<file path="config.mk">
export PLATFORM = sky130hd
export DESIGN_NAME = intersection_phase_sched_flat
export DESIGN_NICKNAME = d
export VERILOG_FILES = /design/src/rtl/intersection_phase_sched_pkg.sv /design/src/rtl/intersection_phase_sched_if.sv /design/src/rtl/intersection_phase_sched_rr_pick.sv /design/src/rtl/intersection_phase_sched.sv /design/src/flat_wrapper.sv
export SDC_FILE = /design/constraint.sdc
export NUM_CORES = 1
export LEC_CHECK = 0
export ABC_AREA = 1
export CAP_MARGIN = 20
export CORE_MARGIN = 3
export CORE_UTILIZATION = 55
export CTS_CLUSTER_SIZE = 14
export DETAILED_ROUTE_END_ITERATION = 12
export HOLD_SLACK_MARGIN = 0.03
export PLACE_DENSITY = 0.77
export SLEW_MARGIN = 25
export SYNTH_ARGS = -nofsm -noshare
export SYNTH_HDL_FRONTEND = slang
export SYNTH_SLANG_ARGS = --single-unit
</file>
<file path="constraint.sdc">
create_clock -name CLOCK -period 2.1 [get_ports CLOCK]
set_input_delay 0.21 -clock CLOCK [delete_from_list [all_inputs] [get_ports CLOCK]]
set_output_delay 0.21 -clock CLOCK [all_outputs]
set_load 0.1 [all_outputs]
</file>
<file path="src/rtl/intersection_phase_sched_pkg.sv">
// Shared definitions for the intersection phase scheduler.
// Contents: lamp encodings, controller state enum, TRUE/FALSE constants,
//           and an index-width helper used to size the ACTIVE field.
package intersection_phase_sched_pkg;

  // Two-bit lamp code driven per approach on SIG.
  typedef enum logic [1:0] {
    LAMP_RED    = 2'b00,
    LAMP_YELLOW = 2'b01,
    LAMP_GREEN  = 2'b10
  } lamp_e;

  // Phase of the approach currently owning the right of way.
  typedef enum logic [1:0] {
    ST_GREEN  = 2'b00,
    ST_YELLOW = 2'b01,
    ST_ALLRED = 2'b10
  } state_e;

  localparam logic TRUE  = 1'b1;
  localparam logic FALSE = 1'b0;

  // Bits needed to name one of n approaches (at least one bit).
  function automatic int unsigned idx_width(input int unsigned n);
    return (n > 1) ? $clog2(n) : 1;
  endfunction

endpackage

</file>
<file path="src/rtl/intersection_phase_sched_if.sv">
// Request/lamp bundle between the intersection scheduler and its environment.
// Signals: CAR_REQ      per-approach car waiting level
//          SIG          2-bit lamp per approach, approach i at SIG[2i+1:2i]
//          ACTIVE       approach owning GREEN/YELLOW (last owner in ALL_RED)
//          PHASE_CHANGE one-cycle pulse when a new approach turns GREEN
// Modports: master = sensor/observer side, slave = scheduler side.
interface intersection_phase_sched_if #(
  parameter int unsigned N_APP = 4
);

  localparam int unsigned AW = (N_APP > 1) ? $clog2(N_APP) : 1;

  logic [N_APP-1:0]   CAR_REQ;
  logic [2*N_APP-1:0] SIG;
  logic [AW-1:0]      ACTIVE;
  logic               PHASE_CHANGE;

  modport master (
    output CAR_REQ,
    input  SIG,
    input  ACTIVE,
    input  PHASE_CHANGE
  );

  modport slave (
    input  CAR_REQ,
    output SIG,
    output ACTIVE,
    output PHASE_CHANGE
  );

endinterface

</file>
<file path="src/rtl/intersection_phase_sched_rr_pick.sv">
// Combinational round-robin picker for the next green approach.
// Ports: pending  latched per-approach requests
//        owner    approach currently holding the right of way
//        valid    some approach other than owner is pending
//        winner   first pending index after owner, wrapping (owner when !valid)
module intersection_phase_sched_rr_pick
  import intersection_phase_sched_pkg::*;
#(
  parameter int unsigned N_APP = 4,
  parameter int unsigned AW    = 2
) (
  input  logic [N_APP-1:0] pending,
  input  logic [AW-1:0]    owner,
  output logic             valid,
  output logic [AW-1:0]    winner
);

  // owner + off modulo N_APP; off is always below N_APP.
  function automatic logic [AW-1:0] wrap_add(input logic [AW-1:0] base,
                                             input int unsigned   off);
    int unsigned sum;
    sum = 32'(base) + off;
    if (sum >= N_APP) sum = sum - N_APP;
    return AW'(sum);
  endfunction

  // Scan farthest offset first so the nearest pending approach overwrites last.
  always_comb begin
    valid  = FALSE;
    winner = owner;
    for (int unsigned k = 1; k < N_APP; k++) begin
      if (pending[wrap_add(owner, N_APP - k)]) begin
        valid  = TRUE;
        winner = wrap_add(owner, N_APP - k);
      end
    end
  end

endmodule

</file>
<file path="src/rtl/intersection_phase_sched.sv">
// Green-time scheduler for an N-approach intersection with round-robin service.
// Latches car requests, walks one approach at a time through
// GREEN -> YELLOW -> ALL_RED, enforces min/max green, rests on green when idle.
// Ports: CLOCK  rising-edge clock
//        CLEAR  asynchronous active-high reset (approach 0 green)
//        bus    scheduler side of intersection_phase_sched_if
//               (CAR_REQ in; SIG, ACTIVE, PHASE_CHANGE out, all registered)
module intersection_phase_sched
  import intersection_phase_sched_pkg::*;
#(
  parameter int unsigned N_APP     = 4,
  parameter int unsigned TW        = 8,
  parameter int unsigned MIN_GREEN = 4,
  parameter int unsigned MAX_GREEN = 12,
  parameter int unsigned Y_DELAY   = 3,
  parameter int unsigned R_DELAY   = 2
) (
  input logic                          CLOCK,
  input logic                          CLEAR,
  intersection_phase_sched_if.slave    bus
);

  localparam int unsigned AW = idx_width(N_APP);

  localparam logic [TW-1:0] MIN_LAST = TW'(MIN_GREEN - 1);
  localparam logic [TW-1:0] MAX_LAST = TW'(MAX_GREEN - 1);
  localparam logic [TW-1:0] Y_LAST   = TW'(Y_DELAY - 1);
  localparam logic [TW-1:0] R_LAST   = TW'(R_DELAY - 1);

  state_e               state;
  logic [TW-1:0]        tmr;
  logic [N_APP-1:0]     pending;
  logic [AW-1:0]        active;
  logic [AW-1:0]        nxt;
  logic [2*N_APP-1:0]   sig;
  logic                 phase_change;

  logic [N_APP-1:0]     active_mask;
  logic [N_APP-1:0]     next_mask;
  logic [N_APP-1:0]     pending_set;
  logic                 pick_valid;
  logic [AW-1:0]        pick;
  logic                 go;

  // Lamp word with one approach at the given colour and all others red.
  function automatic logic [2*N_APP-1:0] lamp_word(input logic [AW-1:0] idx,
                                                   input lamp_e         lamp);
    logic [2*N_APP-1:0] v;
    v = '0;
    for (int i = 0; i < int'(N_APP); i++) begin
      if (AW'(i) == idx) v[2*i +: 2] = lamp;
    end
    return v;
  endfunction

  intersection_phase_sched_rr_pick #(
    .N_APP (N_APP),
    .AW    (AW)
  ) u_rr_pick (
    .pending (pending),
    .owner   (active),
    .valid   (pick_valid),
    .winner  (pick)
  );

  // One-hot decode of the current owner and the latched successor.
  always_comb begin
    active_mask = '0;
    next_mask   = '0;
    for (int i = 0; i < int'(N_APP); i++) begin
      if (AW'(i) == active) active_mask[i] = TRUE;
      if (AW'(i) == nxt)    next_mask[i]   = TRUE;
    end
  end

  // The green owner's own request never latches; it is already being served.
  always_comb begin
    pending_set = pending | (bus.CAR_REQ & ~((state == ST_GREEN) ? active_mask : '0));
  end

  // Leave green once min green is met and someone else waits, unless the
  // owner still has traffic and max green has not yet expired.
  always_comb begin
    go = (state == ST_GREEN) && (tmr >= MIN_LAST) && pick_valid &&
         (~(|(bus.CAR_REQ & active_mask)) || (tmr >= MAX_LAST));
  end

  // Phase sequencer with timer, request latch, successor latch and lamp outputs.
  always_ff @(posedge CLOCK or posedge CLEAR) begin
    if (CLEAR) begin
      state        <= ST_GREEN;
      tmr          <= '0;
      pending      <= '0;
      active       <= '0;
      nxt          <= '0;
      sig          <= lamp_word(AW'(0), LAMP_GREEN);
      phase_change <= FALSE;
    end else begin
      phase_change <= FALSE;
      pending      <= pending_set;
      case (state)
        ST_GREEN: begin
          if (go) begin
            state <= ST_YELLOW;
            tmr   <= '0;
            nxt   <= pick;
            sig   <= lamp_word(active, LAMP_YELLOW);
          end else if (tmr < MAX_LAST) begin
            tmr <= tmr + TW'(1);
          end
        end
        ST_YELLOW: begin
          if (tmr == Y_LAST) begin
            state <= ST_ALLRED;
            tmr   <= '0;
            sig   <= '0;
          end else begin
            tmr <= tmr + TW'(1);
          end
        end
        ST_ALLRED: begin
          if (tmr == R_LAST) begin
            state        <= ST_GREEN;
            tmr          <= '0;
            active       <= nxt;
            sig          <= lamp_word(nxt, LAMP_GREEN);
            phase_change <= TRUE;
            // Winner's clear beats a same-edge set; other approaches keep sets.
            pending      <= pending_set & ~next_mask;
          end else begin
            tmr <= tmr + TW'(1);
          end
        end
        default: begin
          state <= ST_GREEN;
          tmr   <= '0;
          sig   <= lamp_word(active, LAMP_GREEN);
        end
      endcase
    end
  end

  assign bus.SIG          = sig;
  assign bus.ACTIVE       = active;
  assign bus.PHASE_CHANGE = phase_change;

endmodule

</file>
<file path="src/flat_wrapper.sv">
// flat-port wrapper written by rule: the top's interface ports become plain ports
module intersection_phase_sched_flat import intersection_phase_sched_pkg::*;
#(
  parameter int unsigned N_APP     = 4,
  parameter int unsigned TW        = 8,
  parameter int unsigned MIN_GREEN = 4,
  parameter int unsigned MAX_GREEN = 12,
  parameter int unsigned Y_DELAY   = 3,
  parameter int unsigned R_DELAY   = 2
)
  (CLOCK, CLEAR, bus_CAR_REQ, bus_SIG, bus_ACTIVE, bus_PHASE_CHANGE);
  intersection_phase_sched_if #(.N_APP(N_APP)) bus_i ();
  input logic CLOCK;
  input logic CLEAR;
  input wire logic [$bits(bus_i.CAR_REQ)-1:0] bus_CAR_REQ;
  output wire logic [$bits(bus_i.SIG)-1:0] bus_SIG;
  output wire logic [$bits(bus_i.ACTIVE)-1:0] bus_ACTIVE;
  output wire logic [$bits(bus_i.PHASE_CHANGE)-1:0] bus_PHASE_CHANGE;
  assign bus_i.CAR_REQ = bus_CAR_REQ;
  assign bus_SIG = bus_i.SIG;
  assign bus_ACTIVE = bus_i.ACTIVE;
  assign bus_PHASE_CHANGE = bus_i.PHASE_CHANGE;
  intersection_phase_sched #(.N_APP(N_APP), .TW(TW), .MIN_GREEN(MIN_GREEN), .MAX_GREEN(MAX_GREEN), .Y_DELAY(Y_DELAY), .R_DELAY(R_DELAY)) u_core (.CLOCK(CLOCK), .CLEAR(CLEAR), .bus(bus_i));
endmodule
</file>
Word-level counts from Yosys, hierarchy flattened
Cells that the tools add are included.
Storage, ports and cells
  word-level logic and storage cells: 108
  register bits after elaboration: 27
  output and inout bits: 11
  input bits: 6
Operators by class
  add/subtract/negate cells: 7
  bitwise logic cells: 7
  magnitude comparators: 9
  reductions and logical operators: 11
  equal/unequal tests: 14
  muxes and demuxes: 53
Operators with widths (count)
  two-way mux 8 bit: 7
  case mux 8 bit (3 select lines): 2
  two-way mux 2 bit: 17
  two-way mux 1 bit: 20
  bitwise AND 4 bit: 3
  two-way mux 4 bit: 3
  greater-or-equal comparator 3 bit, second input constant: 3
  less-than comparator 2 x 3 -> 1 bit, second input constant: 3
  adder 8 x 1 -> 8 bit, second input constant: 1
  equality test 2 bit, first input constant: 4
  equality test 8 x 1 -> 1 bit, second input constant: 1
  equality test 8 x 2 -> 1 bit, second input constant: 1
  greater-or-equal comparator 8 x 2 -> 1 bit, second input constant: 1
  greater-or-equal comparator 8 x 4 -> 1 bit, second input constant: 1
  less-than comparator 8 x 4 -> 1 bit, second input constant: 1
  NOT 4 bit: 2
  adder 2 x 2 -> 3 bit, second input constant: 2
  binary-select mux 1 bit (select 2 bit): 3
  zero test 2 bit: 3
  != test 2 x 1 -> 1 bit, second input constant: 3
  case mux 2 bit (3 select lines): 1
  subtractor 2 x 1 -> 2 bit, second input constant: 3
  equality test 1 x 2 -> 1 bit, first input constant: 2
  OR 4 bit: 1
  10 further kinds: 13

Logic depth before layout (Yosys ltp)
Gate-level depths: netlist of the first run.
  depth after elaboration: 12
  mapped depth: 11
  depth with buffers taken out: 10

Cells and area by module
A second synthesis of the first run with hierarchy kept.
Unflattened totals
  cells, all modules: 233
  area total of the unflattened synthesis: 1760.4 µm²
By module, submodules not included
  intersection_phase_sched: instances 1, area an instance 1535.2 µm², sequential area each 676.9 µm², cells each 186
  intersection_phase_sched_rr_pick: instances 1, area an instance 225.2 µm², sequential area each 0.0 µm², cells each 47

Least setup slack after synthesis of the first run
OpenSTA, ideal clock, no wires.
  path kind: reg-to-reg
  start point: reg u_core.active[0], in the netlist u_core.bus.ACTIVE[0]
  end point: reg u_core.tmr[0]
  setup time: 0.117 ns
  period minus slack after synthesis: 2.370 ns
  data arrival time: 2.253 ns
  path slack: -0.270 ns
  buffers on the path: 1
  required time: 1.983 ns
  stages on the path, launching flop included: 12
  cells stage by stage: dfrtp_1 -> inv_2 -> ha_1 -> nand2_1 -> nand4_1 -> nand2_1 -> nand3_4 -> nand2_4 -> nand2_8 -> buf_12 -> nand3_2 -> nand2_1
On the way
  word-level cells in the longest chain between the ends: 12
  elaborated cells between the ends (all ways): 38
  those cells by class: add/sub: 6; order compare: 3; eq/ne: 4; mux: 18; bitwise: 2; reduce/logical: 5
Ends and longest elaborated chain
  start: declaration: RTL line intersection_phase_sched.sv:33  | logic [AW-1:0] active;
  start signal: assignment: RTL line intersection_phase_sched.sv:125  | active <= nxt;
  adder 2 x 2 -> 3 bit: RTL line intersection_phase_sched_rr_pick.sv:22  | sum = 32'(base) + off;
  greater-or-equal comparator 3 bit / subtractor 2 x 1 -> 2 bit (equally long branches): RTL line intersection_phase_sched_rr_pick.sv:23  | if (sum >= N_APP) sum = sum - N_APP;
  two-way mux 2 bit: RTL line intersection_phase_sched_rr_pick.sv:23
  binary-select mux 1 bit (select 2 bit): RTL line intersection_phase_sched_rr_pick.sv:32  | if (pending[wrap_add(owner, N_APP - k)]) begin
  two-way mux 1 bit (implied by the code): RTL line intersection_phase_sched_rr_pick.sv:32
  two-way mux 1 bit (3 in a row): RTL line intersection_phase_sched_rr_pick.sv:32
  logical AND 1 bit: RTL line intersection_phase_sched.sv:84  | go = (state == ST_GREEN) && (tmr >= MIN_LAST) && pick_valid &&
  logical AND 1 bit (*): RTL line intersection_phase_sched.sv:84
  two-way mux 8 bit: RTL line intersection_phase_sched.sv:103  | if (go) begin
  case mux 8 bit (3 select lines): RTL line intersection_phase_sched.sv:101  | case (state)
  end signal: assignment: RTL line intersection_phase_sched.sv:109  | tmr <= tmr + TW'(1);
  end signal: assignment: RTL line intersection_phase_sched.sv:118  | tmr <= tmr + TW'(1);
  end signal: assignment: RTL line intersection_phase_sched.sv:131  | tmr <= tmr + TW'(1);
  end: declaration: RTL line intersection_phase_sched.sv:31  | logic [TW-1:0] tmr;
Mark *: on every way between the ends. The rest lies on a longest branch, timed or not. The select of a mux whose other input is x is not followed.
A chain may end at the register's enable or synchronous reset.

Final worst setup path of the first run
  start point: reg u_core.active[0], in the netlist u_core.bus.ACTIVE[0]
  end point: reg u_core.tmr[3]
Same word-level chain as after synthesis.

==> run metrics, run 1 <==
worst setup path endpoint=u_core.tmr[3]$_DFFE_PP0P_; hold buffers post-CTS=0; core area=2850 um2; postcts setup bufs=0; GRT Resource Usage Total=0.211; WL/cell=13.4 um; largest net degree at the start of global routing=20; CP Class=register to register; Max Fclk=553 MHz; DR WL met2=between 1500 and 2000 um; critical-path cell list=inv_2 -> ha_1 -> nand2_1 -> nand4_1 -> nand2_1 -> nand3_4 -> nand2_2 -> inv_2 -> nand2_1 -> nand2_1; Syn Inst Count=between 200 and 250; H-tree Lvls=1; layout overhead on the synthesized area=11.0%; vias per cell=5.50; Relative slew margins=0.626; Final Slew Violations=0; clk sinks=27; worst hold path class=input pin to asynchronous set/reset pin; worst path required time=approximately 2.3 ns; CP max stage cell=dfrtp_2; Setup Slack @ Placement=about 0.31 ns; Mapped Nets=226; max cap viols=0; slack of the critical path=0.292 ns; dpl hpwl=2810 um; Cells after DPL=260; status=complete, no violations; # DRC=0; commonest non-fill, non-tap cell in the layout=nand2_1; Hold Vio Cnt, Final=0; proportion of power drawn by combinational gates=0.646; # resized after CTS=0; peak supply drop=approximately 0.89 mV; proportion of layout cells with a drive suffix above 1=0.219; # fillers=257; Final min period=1.81 ns; reg-to-reg endpoint=u_core.tmr[3]$_DFFE_PP0P_; CP endpoint kind=register; post-synth top area share=0.380; Die Width=61.8 um; unrepaired setup endpoints after global routing=false; synthesis-stage register bit count=27; Final setup viols=0; Sw Pwr=0.00186 W; commonest cells after routing, fill and taps aside=nand2_1, inv_1, dfrtp_1; Yosys warnings=0; CTS Buf Count=3; initial antenna violation count=0; Antenna Cells=0; most prevalent standard cell on the critical path=nand2_1; Starting Density=0.600; Seq/Total Area, Yosys=0.396; Pre-antenna DRT Iters=4; Synth area leaders=dfrtp_1, nand2_1, inv_1, ha_1, o21ai_2; vias in the first global route=between 1000 and 1500; R2R cell count=10; die area=3810 um2; Cell Pwr Density=1680 nW/um2; DRT antenna net count=0; total grt overflow=0; CTS tree=done; Leak=between 0.9 and 1 nW; met3 WL=139 um; Root Driver=clkbuf_4; Synth Cell Area=~1700 um2; CP max stage delay=0.49 ns; Net Sw Frac=0.585; 1st-iter DRT viols=71; Syn Area/Cell=8.03 um2; first-pass GRT wire length=5910 um; Final period util=0.861; Reg2Reg Launch Point=u_core.bus.ACTIVE[0]$_DFFE_PP0P_; top sig layer=met4; IO Pins=17; Worst Tran Pin Value=0.560 ns; gpl congestion=0.883; Die Y-Extent=61.8 um; Final nets=approximately 250; clock skew=a little under 0.004 ns; clk slew on worst S/H paths=about 0.15 ns; Routed WL=between 3000 and 4000 um; hold_ws=0.214 ns; Clk pwr share=0.072; internal power=about 0.0013 W; power share of the sequential group=0.282; Rows=19; crit path from=u_core.bus.ACTIVE[0]$_DFFE_PP0P_; Max clock buf depth=2; WP data arrival=around 2.0 ns; met1 WL=1760 um; crit path launch type=register; Distinct cells, synth=31; Vias=1453; clock latency on the worst-skew pair=0.33 ns; final cell count without fillers=264; Post-Route Utilization=0.666; port bufs=16; Reg2Reg Setup Slack=0.29 ns; CP max FO=9; leading area contributor after synthesis=dfrtp_1; setup TNS=0 ns
[final cells by class]
| cell class | instances | area [um2] | area share |
|---|---|---|---|
| repair buffers | 17 | 140 | 0.0738 |
| well taps | 31 | 38.8 | 0.0204 |
| clock buffers | 3 | 22.5 | 0.0119 |
| clock inverters | 1 | 5.00 | 0.00264 |
| inverters | 30 | 113 | 0.0593 |
| multi-input cells | 155 | 901 | 0.474 |
| flip-flops and latches | 27 | 679 | 0.358 |
[how the worst min path moves through the flow]
stage / start / endpoint / slack [ns] / cells after the start
after global placement: u_core.bus.SIG[3]$_DFFE_PP0P_ / u_core.bus.SIG[3]$_DFFE_PP0P_ / 0.47 / 2
after CTS: CLEAR / u_core.bus.SIG[0]$_DFFE_PP0P_ / 0.24 / 2
after floorplan: CLEAR / u_core.bus.PHASE_CHANGE$_DFF_PP0_ / 0.26 / 1
after global routing: CLEAR / u_core.pending[2]$_DFF_PP0_ / 0.27 / 2
after detailed placement: u_core.bus.SIG[4]$_DFFE_PP0P_ / u_core.bus.SIG[4]$_DFFE_PP0P_ / 0.47 / 2
final: CLEAR / u_core.bus.SIG[5]$_DFFE_PP0P_ / 0.21 / 2
[metrics by stage]
stage	cell area, um2	total power, W
floorplan	1710	0.00261
global placement	1870	0.00291
detailed placement	1870	0.00295
CTS	1900	0.00318
global route	1900	0.00343
finish	1900	0.00318
[registers in the layout, summed over array words and instances, names as in the netlist]
signal and cells:
u_core.bus.ACTIVE 2, u_core.bus.PHASE_CHANGE 1, u_core.bus.SIG 8, u_core.nxt 2, u_core.pending 4, u_core.state 2
u_core.tmr 8
[cell usage after synthesis, drive strengths merged]
master,n
nand3,14
or2,1
nor3,3
dfstp,1
nand4,3
xor2,2
o41ai,1
a32oi,2
nand2,73
a21oi,6
o211ai,3
buf,1
dfrtp,26
nand3b,2
ha,7
o21ai,19
inv,30
nor2,18
a21o,1
[routing by layer]
metal | vias to the layer above | track usage
met2 | 37 | 0.306
met4 | 0 | 0.0636
met1 | 687 | 0.323
met3 | 6 | 0.0310
li1 | 723 | -
met5 | - | 0
[power groups by stage]
| stage | registers, W | logic, W | clock network (W) |
|---|---|---|---|
| floorplan | 0.00141 | 0.00120 | 0 |
| global placement | 0.000897 | 0.00202 | 0 |
| detailed placement | 0.000907 | 0.00204 | 0 |
| CTS | 0.000895 | 0.00205 | 0.000235 |
| global route | 0.000923 | 0.00224 | 0.000261 |
| finish | 0.000898 | 0.00206 | 0.000229 |
[critical path, delay by kind of cell (launching register included)]
family / cells / cell delay (ns)
DFF: 1 / 0.49
and+or+nand+nor: 7 / 0.76
buffers and inverters: 2 / 0.20
adders and majority gates: 1 / 0.24
[kinds of logic after synthesis]
group | Yosys count | share of synthesized area
simple gates | 114 | 0.337
compound gates | 32 | 0.128
buf+inv | 31 | 0.0775
flops | 27 | 0.396
fa+ha+maj | 7 | 0.0512
xor+xnor | 2 | 0.0102
Note: power is estimated with default switching activity, not from simulation.
==> run 2, diff against run 1 <==
- clock period: 2.1 -> 1.7 ns (I/O delays scaled with it)
==> run 2 against run 1 <==
  * Total power is 47% higher
  * Register-to-register slack worse by 0.27 ns
  * Count of clock-buffer cells in the layout is the same
  * Utilization is 10 points higher
  * Worst hold slack lost 0.048 ns
  * Highest routed layer unchanged
==> run metrics, run 2 (same netlist as run 1, synthesis figures left out) <==
Vias=1580; Final period util=0.984; Hold Vio Cnt, Final=0; internal power=0.00206 W; CTS Buf Count=3; Sw Pwr=0.00262 W; largest net degree at the start of global routing=28; die area=3810 um2; power share of the sequential group=0.249; CP max stage delay=0.59 ns; Final nets=262; Die Y-Extent=approximately 62 um; crit path launch type=register; gpl congestion=0.855; proportion of layout cells with a drive suffix above 1=0.343; WP data arrival=1.91 ns; commonest cells after routing, fill and taps aside=nand2_1, inv_1, dfrtp_1; proportion of power drawn by combinational gates=0.689; clk slew on worst S/H paths=0.16 ns; layout overhead on the synthesized area=28.2%; CTS tree=done; Die Width=between 60 and 70 um; Pre-antenna DRT Iters=5; CP max stage cell=dfrtp_4; Reg2Reg Launch Point=u_core.bus.ACTIVE[0]$_DFFE_PP0P_; most prevalent standard cell on the critical path=nand3_2; Clk pwr share=0.062; status=complete, no violations; worst path required time=1.94 ns; Starting Density=0.600; Final min period=approximately 1.7 ns; CP endpoint kind=register; initial antenna violation count=0; crit path from=u_core.bus.ACTIVE[0]$_DFFE_PP0P_; Max Fclk=598 MHz; flip-flop and latch area=between 600 and 700 um2; 1st-iter DRT viols=138; peak supply drop=1.18 mV; Cell Pwr Density=2130 nW/um2; Final Slew Violations=0; Routed WL=roughly 4300 um; Buffers & Inverters on Critical Path=1; WL/cell=about 15 um; core area=2850 um2; cell family with most CP delay=simple AND/OR/NAND/NOR gates; clock latency on the worst-skew pair=0.34 ns; critical-path cell list=buf_4 -> nand2_1 -> nand3_2 -> nand3_2 -> nand3_4 -> nand2_4 -> nand2_8 -> nand3_2 -> nand2_1; unrepaired setup endpoints after global routing=true; vias in the first global route=1452; Final setup viols=0; CP Class=register to register; port bufs=16; Root Driver=clkbuf_4; # DRC=0; commonest non-fill, non-tap cell in the layout=nand2_1; Leak=~1.1 nW; clk sinks=27; Worst Tran Pin Value=0.347 ns; DRT antenna net count=0; Relative slew margins=0.769; Rows=19; GRT Resource Usage Total=0.233; worst hold path class=input pin to asynchronous set/reset pin; first-pass GRT wire length=6490 um; hold buffers post-CTS=0; IO Pins=17; Post-Route Utilization=0.768; H-tree Lvls=1; # fillers=197; vias per cell=5.66; Max clock buf depth=2; Net Sw Frac=0.560; max cap viols=0; dpl hpwl=2950 um; Antenna Cells=0; CP max FO=10; Design Power=between 0.004 and 0.005 W; clock skew=0.0142 ns; total grt overflow=0; multi-input combinational cell area=1020 um2
==> run 2: stage by stage <==
stage          hold slack, ns  instance area [um2]  instances  TNS, ns  worst slack [ns]
6_report                0.166                 2190        279        0            0.0270
5_1_grt                 0.198                 2190        279   -0.668           -0.0704
4_1_cts                 0.171                 2050        273  -0.0147          -0.00878
3_5_place_dp            0.468                 1980        264  -0.0262           -0.0134
3_3_place_gp            0.467                 1980        264        0            0.0335
2_1_floorplan           0.222                 1760        213   -0.466           -0.0744
==> run 2: worst paths after layout <==
kind                            cells past startpoint                            end  slack, ns
worst min register to register                      2  u_core.bus.SIG[2]$_DFFE_PP0P_       0.51
worst min-delay path                                3  u_core.bus.SIG[5]$_DFFE_PP0P_       0.17
worst max-delay path                                9      u_core.tmr[0]$_DFFE_PP0P_       0.03
worst max register to register                      9      u_core.tmr[0]$_DFFE_PP0P_       0.03
max in group asynchronous                           3  u_core.bus.SIG[1]$_DFFE_PP1P_       1.24
min in group CLOCK                                  2  u_core.bus.SIG[2]$_DFFE_PP0P_       0.51
==> run 2: tightest hold or removal path: cells and delay by family <==
kind                   cells  cell delay [ns]
buffers and inverters      3             0.76
==> run 2: layer usage <==
metal	track usage	part of all wire	up-vias
li1	-	-	758
met1	0.313	0.43	744
met2	0.374	0.49	64
met3	0.0351	0.056	14
met4	0.0970	0.029	0
met5	0	0	-
==> run 2: layout make-up <==
cell class | count | area share
inverter | 30 | 0.0582
clock inverter | 1 | 0.00342
sequential | 27 | 0.313
tap | 31 | 0.0177
clock buffer | 3 | 0.0103
timing repair buffer | 30 | 0.133
multi-input combinational | 157 | 0.465
==> run 2: power groups by stage <==
stage | Sequential, W | Combinational (W) | Clock, W
floorplan | 0.00178 | 0.00153 | 0
global placement | 0.00115 | 0.00267 | 0
detailed placement | 0.00115 | 0.00275 | 0
CTS | 0.00112 | 0.00286 | 0.000301
global route | 0.00119 | 0.00347 | 0.000336
finish | 0.00116 | 0.00322 | 0.000292
==> run 2: timing repair <==
item	CTS	global route
resized for setup	2	22
pin swaps	1	5
setup buffers	5	4
endpoints found under the setup margin	15	19
endpoints found under the hold margin	0	0
cloned	0	2
